--- config.mk ---
export PLATFORM = sky130hd
export DESIGN_NAME = branch_predictor
export DESIGN_NICKNAME = d
export VERILOG_FILES = /design/src/rtl/bp_pkg.sv /design/src/rtl/sat_counter.sv /design/src/rtl/branch_predictor.sv
export SDC_FILE = /design/constraint.sdc
export NUM_CORES = 2
export LEC_CHECK = 0
export CELL_PAD_IN_SITES_DETAIL_PLACEMENT = 0
export CELL_PAD_IN_SITES_GLOBAL_PLACEMENT = 1
export CORE_ASPECT_RATIO = 1.1
export CORE_MARGIN = 2
export CORE_UTILIZATION = 52
export DETAILED_ROUTE_END_ITERATION = 10
export PLACE_DENSITY_LB_ADDON = 0.1
export SYNTH_ARGS = -nofsm -noshare
export SYNTH_HDL_FRONTEND = slang
export SYNTH_SLANG_ARGS = --single-unit
--- constraint.sdc ---
create_clock -name Clock -period 5.8 [get_ports Clock]
set_input_delay 1.16 -clock Clock [delete_from_list [all_inputs] [get_ports Clock]]
set_output_delay 1.16 -clock Clock [all_outputs]
set_load 0.05 [all_outputs]
--- src/rtl/bp_pkg.sv ---
// Shared types for the branch predictor: 2-bit direction counter and BTB entry.
// Counter states: SNT | strongly not taken, WNT | weakly not taken,
//                 WT  | weakly taken,       ST  | strongly taken
package bp_pkg;

  // Widest tag any legal ENTRIES can need (ENTRIES >= 2 leaves 29 tag bits).
  localparam int TAG_MAX_W = 29;

  typedef enum logic [1:0] {
    SNT = 2'd0,
    WNT = 2'd1,
    WT  = 2'd2,
    ST  = 2'd3
  } ctr_t;

  typedef struct packed {
    logic                 valid;
    logic [TAG_MAX_W-1:0] tag;
    logic [31:0]          target;
    ctr_t                 ctr;
  } btb_entry_t;

endpackage

--- src/rtl/sat_counter.sv ---
// Next-state logic for the 2-bit saturating direction counter.
module sat_counter
  import bp_pkg::*;
(
  input  ctr_t state,
  input  logic taken,
  output ctr_t next
);

  always_comb begin
    next = state;
    case (state)
      SNT:     next = taken ? WNT : SNT;
      WNT:     next = taken ? WT  : SNT;
      WT:      next = taken ? ST  : WNT;
      ST:      next = taken ? ST  : WT;
      default: next = state;
    endcase
  end

endmodule

--- src/rtl/branch_predictor.sv ---
// Direct-mapped BTB with 2-bit counters: zero-latency lookup at fetch,
// table update and registered redirect from the execute-stage resolution.
module branch_predictor
  import bp_pkg::*;
#(
  parameter int ENTRIES = 16
) (
  input  logic        Clock,
  input  logic        Reset,
  input  logic [31:0] LookupPC,
  output logic        Hit,
  output logic        PredTaken,
  output logic [31:0] PredPC,
  input  logic        UpdateEn,
  input  logic [31:0] UpdatePC,
  input  logic        UpdateTaken,
  input  logic [31:0] UpdateTarget,
  input  logic        PredWasTaken,
  input  logic [31:0] PredWasPC,
  input  logic        Invalidate,
  output logic        Mispredict,
  output logic [31:0] RecoverPC
);

  localparam int IDX_W = $clog2(ENTRIES);
  localparam int TAG_W = 30 - IDX_W;

  btb_entry_t btb [ENTRIES];

  logic [IDX_W-1:0]     lk_idx;
  logic [TAG_MAX_W-1:0] lk_tag;
  btb_entry_t           lk_entry;

  logic [IDX_W-1:0]     up_idx;
  logic [TAG_MAX_W-1:0] up_tag;
  btb_entry_t           up_entry;
  logic                 up_hit;
  ctr_t                 ctr_next;
  logic                 redirect;

  logic unused_pc_bits;
  assign unused_pc_bits = ^{LookupPC[1:0], UpdatePC[1:0]};

  // Tags are zero-extended into the fixed-width struct field.
  assign lk_idx   = LookupPC[IDX_W+1:2];
  assign lk_tag   = TAG_MAX_W'(LookupPC[31:IDX_W+2]);
  assign lk_entry = btb[lk_idx];

  assign Hit       = lk_entry.valid && (lk_entry.tag == lk_tag);
  assign PredTaken = Hit && lk_entry.ctr[1];
  assign PredPC    = PredTaken ? lk_entry.target : LookupPC + 32'd4;

  assign up_idx   = UpdatePC[IDX_W+1:2];
  assign up_tag   = TAG_MAX_W'(UpdatePC[31:IDX_W+2]);
  assign up_entry = btb[up_idx];
  assign up_hit   = up_entry.valid && (up_entry.tag == up_tag);

  sat_counter u_sat_counter (
    .state (up_entry.ctr),
    .taken (UpdateTaken),
    .next  (ctr_next)
  );

  assign redirect = UpdateEn &&
                    ((UpdateTaken != PredWasTaken) ||
                     (UpdateTaken && (UpdateTarget != PredWasPC)));

  always_ff @(posedge Clock) begin
    if (Reset) begin
      for (int i = 0; i < ENTRIES; i++) begin
        btb[i] <= '{valid: 1'b0, tag: '0, target: '0, ctr: WNT};
      end
      Mispredict <= 1'b0;
      RecoverPC  <= '0;
    end else begin
      if (Invalidate) begin
        // Counters are deliberately kept; only the valid bits drop.
        for (int i = 0; i < ENTRIES; i++) begin
          btb[i].valid <= 1'b0;
        end
      end else if (UpdateEn) begin
        if (up_hit) begin
          btb[up_idx].ctr <= ctr_next;
          if (UpdateTaken) begin
            btb[up_idx].target <= UpdateTarget;
          end
        end else if (UpdateTaken) begin
          btb[up_idx] <= '{valid: 1'b1, tag: up_tag, target: UpdateTarget, ctr: WT};
        end
      end

      Mispredict <= redirect;
      if (redirect) begin
        // Not-taken recovery skips the branch and its delay slot.
        RecoverPC <= UpdateTaken ? UpdateTarget : UpdatePC + 32'd8;
      end
    end
  end

endmodule

# After elaboration in Yosys (flattened, before gate mapping)
# Memories as Yosys holds them, arrays and structs flattened.
# Cells that the tools add are included.
# W data, S select, Z words.
[word_totals] register_bits=33 ram_bits=976 inputBits=134 output_inout_bits=67 wordCells=87 memories=1
[mem_list] memory="btb" words=16 word_bits=61 rd=2 rd_clocked_by_memory_dff=0 write_ports=16 line="branch_predictor.sv:28" text="btb_entry_t btb [ENTRIES];"
[op_classes] add_sub_neg=2 n_eq_ne=7 muxes=49 bitwise_logic=18 n_reduce_logical=8
[op_table] cell="$mux W32" n=3
[op_table] cell="$mux W61" n=1
[op_table] cell="$reduce_or A61 Y1" n=1
[op_table] cell="$eq A29 B26 Y1" n=2
[op_table] cell="$mux W1" n=39
[op_table] cell="$add A32 B3 Y32 const B" n=1
[op_table] cell="$add A32 B4 Y32 const B" n=1
[op_table] cell="$ne A32 B32 Y1" n=1
[op_table] cell="$or A1 B1 Y1" n=18
[op_table] cell="$mux W4" n=2
[op_table] cell="$pmux W2 S4" n=1
[op_table] cell="$mux W2" n=3
[op_table] cell="$logic_and A1 B1 Y1" n=5
[op_table] cell="$eq A2 B2 Y1 const B" n=2
[op_table] cell="$eq A2 B1 Y1 const B" n=1
[op_table] cell="$logic_not A2 Y1" n=1
[op_table] cell="$logic_or A1 B1 Y1" n=1
[op_table] cell="$ne A1 B1 Y1" n=1

# Longest topological paths before layout
# An unclocked memory read counts as a cell.
[logic_depth] depth_word=11 mapped_depth=16 ltp_nobuf=9

# Hierarchy
# Synthesis repeated with hierarchy kept, for this count alone.
[unflattened] cells_unflattened=3688 area_unflattened_um2=53025.9
[modules_own_cells] module="branch_predictor" instances=1 cells_each=3685 area_each_um2=52999.6
[modules_own_cells] module="sat_counter" instances=1 cells_each=3 area_each_um2=26.3

# Worst setup path before layout
# OpenSTA, ideal clock, no wires.
[synth_timing] path_type="input to output" from="input LookupPC[3]" to="output PredTaken" t_arrival_ns=4.979 required_time_ns=4.640 setup_slack_ns=-0.339 cell_stages=11 cell_sequence="buf_6 -> buf_6 -> buf_2 -> buf_2 -> mux4_2 -> mux4_2 -> xnor2_1 -> o211ai_1 -> or3b_2 -> or3_1 -> nor3b_1"
[synth_via] elab_chain_len=4
[synth_rtl] element="from (decl)" line="branch_predictor.sv:10" text="input logic [31:0] LookupPC,"
[synth_rtl] element="$mem_v2 Z16 W61 (*)"
[synth_rtl] element="$eq A29 B26 Y1" line="branch_predictor.sv:49" text="assign Hit = lk_entry.valid && (lk_entry.tag == lk_tag);"
[synth_rtl] element="$logic_and A1 B1 Y1" line="branch_predictor.sv:49"
[synth_rtl] element="$logic_and A1 B1 Y1 (*)" line="branch_predictor.sv:50" text="assign PredTaken = Hit && lk_entry.ctr[1];"
[synth_rtl] element="to (decl)" line="branch_predictor.sv:12" text="output logic PredTaken,"
# Mark *: on every way between the ends. The rest lies on a longest branch, timed or not.

# Worst setup path in the final report
[layout_timing] from="input LookupPC[4]" to="output PredPC[25]"
[layout_via] elab_chain_len=5 elab_cells_between_ends=6
[layout_rtl] element="$mem_v2 Z16 W61"
[layout_rtl] element="$eq A29 B26 Y1" line="branch_predictor.sv:49"
[layout_rtl] element="$logic_and A1 B1 Y1" line="branch_predictor.sv:49"
[layout_rtl] element="$logic_and A1 B1 Y1" line="branch_predictor.sv:50"
[layout_rtl] element="$mux W32 (*)" line="branch_predictor.sv:51" text="assign PredPC = PredTaken ? lk_entry.target : LookupPC + 32'd4;"
[layout_rtl] element="to (decl)" line="branch_predictor.sv:13" text="output logic [31:0] PredPC,"
# Marks and branches as above.

==> impl_results.md <==
* Status: complete, no violations
* Final setup skew at 0.0293 ns
* Most frequent cells in the layout: edfxtp_1 (960), nor3b_1 (353), mux4_2 (332), buf_4 (259), and3_1 (256)
* Main combinational cell family by area after synthesis: multiplexers
* Synth Area in Adders at 0.000842
* Multi-input gate area at about 22,000 um^2
* Row Count at about 120
* R2R Path End: btb[3][36]
* Vias in the first global route at ~37,000
* Largest net degree at the start of global routing at about 130
* H-tree levels at 3
* Initial DRC count at 5,160
* Most common cell after layout, fill and taps aside: edfxtp_1
* WP data required at 4.64 ns
* Syn_area_per_cell at 14.1 um^2
* Layout Utilization at 0.608
* Max clock buf depth at 3
* Hold Fails Final Rpt at 0
* DRT antenna net count at 0
* Synth top area share at 0.539
* First-pass GRT wire length at between 200 and 300 mm
* WS Path Type: in -> out
* Compound-Gate Fraction of Synth Area at 0.0334
* CP Max Fanout at 24
* Worst R2R Setup Slack at between 2 and 2.5 ns
* GR Util All Layers at 0.373
* CTS buffer count at about 110
* # fillers at 7,910
* Crit start category: input port
* #FFs+latches synth at just over 1,000
* Top cells by area, synth: edfxtp_1 (54%), mux4_2 (14%), nor3b_1 (5.0%)
* Sequential-to-total area share from yosys stat at 0.557
* Final Wtd Congestion at between 0.9 and 1
* Reg2Reg Depth at 11
* Via count at between 30,000 and 40,000
* Layout cells sized above 1 at 0.242
* Yosys Warn Count at 0
* Least-Margin Pin Slew at 1.14 ns
* Max Slew Vio Count at 0
* Final critical-path share of the clock period at 0.994
* MaxCap Viol Count at 0
* Post-Place Worst Slack at -0.108 ns
* Antenna violations before repair at 9
* Synthesis-to-finish area growth at 16.1%
* Post-synth top flop: edfxtp_1
* Die height at about 340 um
* Hold_sp: btb[0][60]
* Post-DP Area at a little under 60,000 um^2
* CTS tree: done
* Post-synth EDFFs at 960
* Detailed Routing Iterations Pass 1 at 6
* Leakage at 21.9 nW
* Starting Density at 0.523
* Max IR drop VDD at between 0.0003 and 0.0004 V
* Die W at 310 um
* Simple-Gate Fraction of Synth Area at 0.151
* Max Freq at roughly 170 MHz
* Relative slew slack at 0.241
* Nets at between 4,000 and 5,000
* Mux share of post-synthesis cell area at 0.192
* PwrDens at approximately 290 nW/um^2
* Data arrival time of the worst path at 4.60 ns
* Drt drc at 0
* Min Hold Slack at 0.484 ns
* WHS Path Cells at 2
* Post-DP HPWL at about 130 mm
* Ys async rst share at 0
* Min-Delay Path Class: reg -> reg
* IO Pins at between 200 and 250
* Drt total wl at a little under 200 mm
* WL per Instance at about 37 um
* # clock sinks at 1,009
* Non-filler instance count after layout at ~5,400
* Post-Synth XOR/XNOR Area at 0.0262
* Reg clk slew, reported paths at approximately 0.060 ns
* Post-route cell area at around 62,000 um^2
* Synth unique cells at 76
* RSZ-0062 raised after global routing: no
* Post-placement cell count at 5,188
* Core Box Area at slightly above 100,000 um^2
* Hold path endpoint: btb[0][60]
* Reg area at slightly below 30,000 um^2
* Setup violators final at 0
* Pwr Total at ~18 mW
* Post-synth top area cell: edfxtp_1
* Die area at approximately 110,000 um^2
* Setup_tns at 0 ns
* Cells after Synth at about 3,800
* IO Port Bufs at 200
* R2R Path Start: btb[7][52]
* Post-synthesis net count at roughly 3,900
* Setup crit end kind: output port
* Synthesized area at ~53,000 um^2
* GRT overflow at 0
* Clock Latency Late Sink at around 0.7 ns
* Clk root buf: clkbuf_16
* Setup WS post-layout at 0.0355 ns
* Via density at between 6 and 7
* Min cycle time layout at 5.76 ns
-- sequential cells by signal, summed over array words and instances, names as in the netlist --
signal,cells
Mispredict,1
RecoverPC,32
btb,976
-- routing by layer --
metal / routed length, um / GRT usage / up-vias
met3: 22700 / 0.0841 / 606
met1: 69500 / 0.476 / 19000
met2: 91800 / 0.587 / 2693
met4: 14100 / 0.217 / 4
met5: 28 / 0 / -
li1: - / - / 14900
-- critical path, stage by stage --
cell and delay, ns:
buf_8 0.28, buf_4 0.30, mux4_2 0.33, mux2i_1 0.17, mux2i_2 0.15, xor2_1 0.18
or4bb_1 0.54, a2111oi_4 0.40, nand4_4 0.14, buf_12 0.18, buf_6 0.21, mux2_4 0.32
buf_4 0.19
-- how the worst max path moves through the flow --
stage                startpoint  slack [ns]         end
detailed placement  LookupPC[2]       -0.11  PredPC[18]
global placement    LookupPC[2]       -0.13  PredPC[16]
global route        LookupPC[2]       0.002  PredPC[17]
CTS                 LookupPC[2]        0.03  PredPC[18]
finish              LookupPC[4]        0.04  PredPC[25]
floorplan           LookupPC[3]        0.14   PredTaken
-- Yosys cell counts, drive strengths merged (62+ instances only) --
cell    instances
nor3b         354
buf           149
and2          245
mux2           62
nor2          113
nand2         109
mux2i         200
mux4          332
edfxtp        960
and3          256
xnor2         108
clkbuf        301
nor3           90
-- cell families after synthesis --
logic type / Yosys count
flops: 1009
compound gates: 246
fa+ha+maj: 4
buf+inv: 464
xor+xnor: 160
mux: 594
simple gates: 1321
-- where the power goes --
group	switching, mW	internal [mW]
combinational	1.42	0.996
clock	2.99	4.07
sequential	0.159	8.34
total	4.57	13.4
-- final cells by class --
type | instances | share of cell area
inverters | 14 | 0.000887
diodes | 5 | 0.000202
flip-flops and latches | 1009 | 0.480
multi-input cells | 2325 | 0.355
well taps | 1375 | 0.0277
clock inverters | 67 | 0.0117
repair buffers | 485 | 0.0785
clock buffers | 133 | 0.0459
-- timing repair --
item,4_1_cts,5_1_grt
setup buffers,0,14
hold buffers,0,0
endpoints found under the setup margin,33,32
pin swaps,0,3
resized for setup,3,23
gates cloned,0,6
No activity file was read; power rests on OpenSTA's default activity.
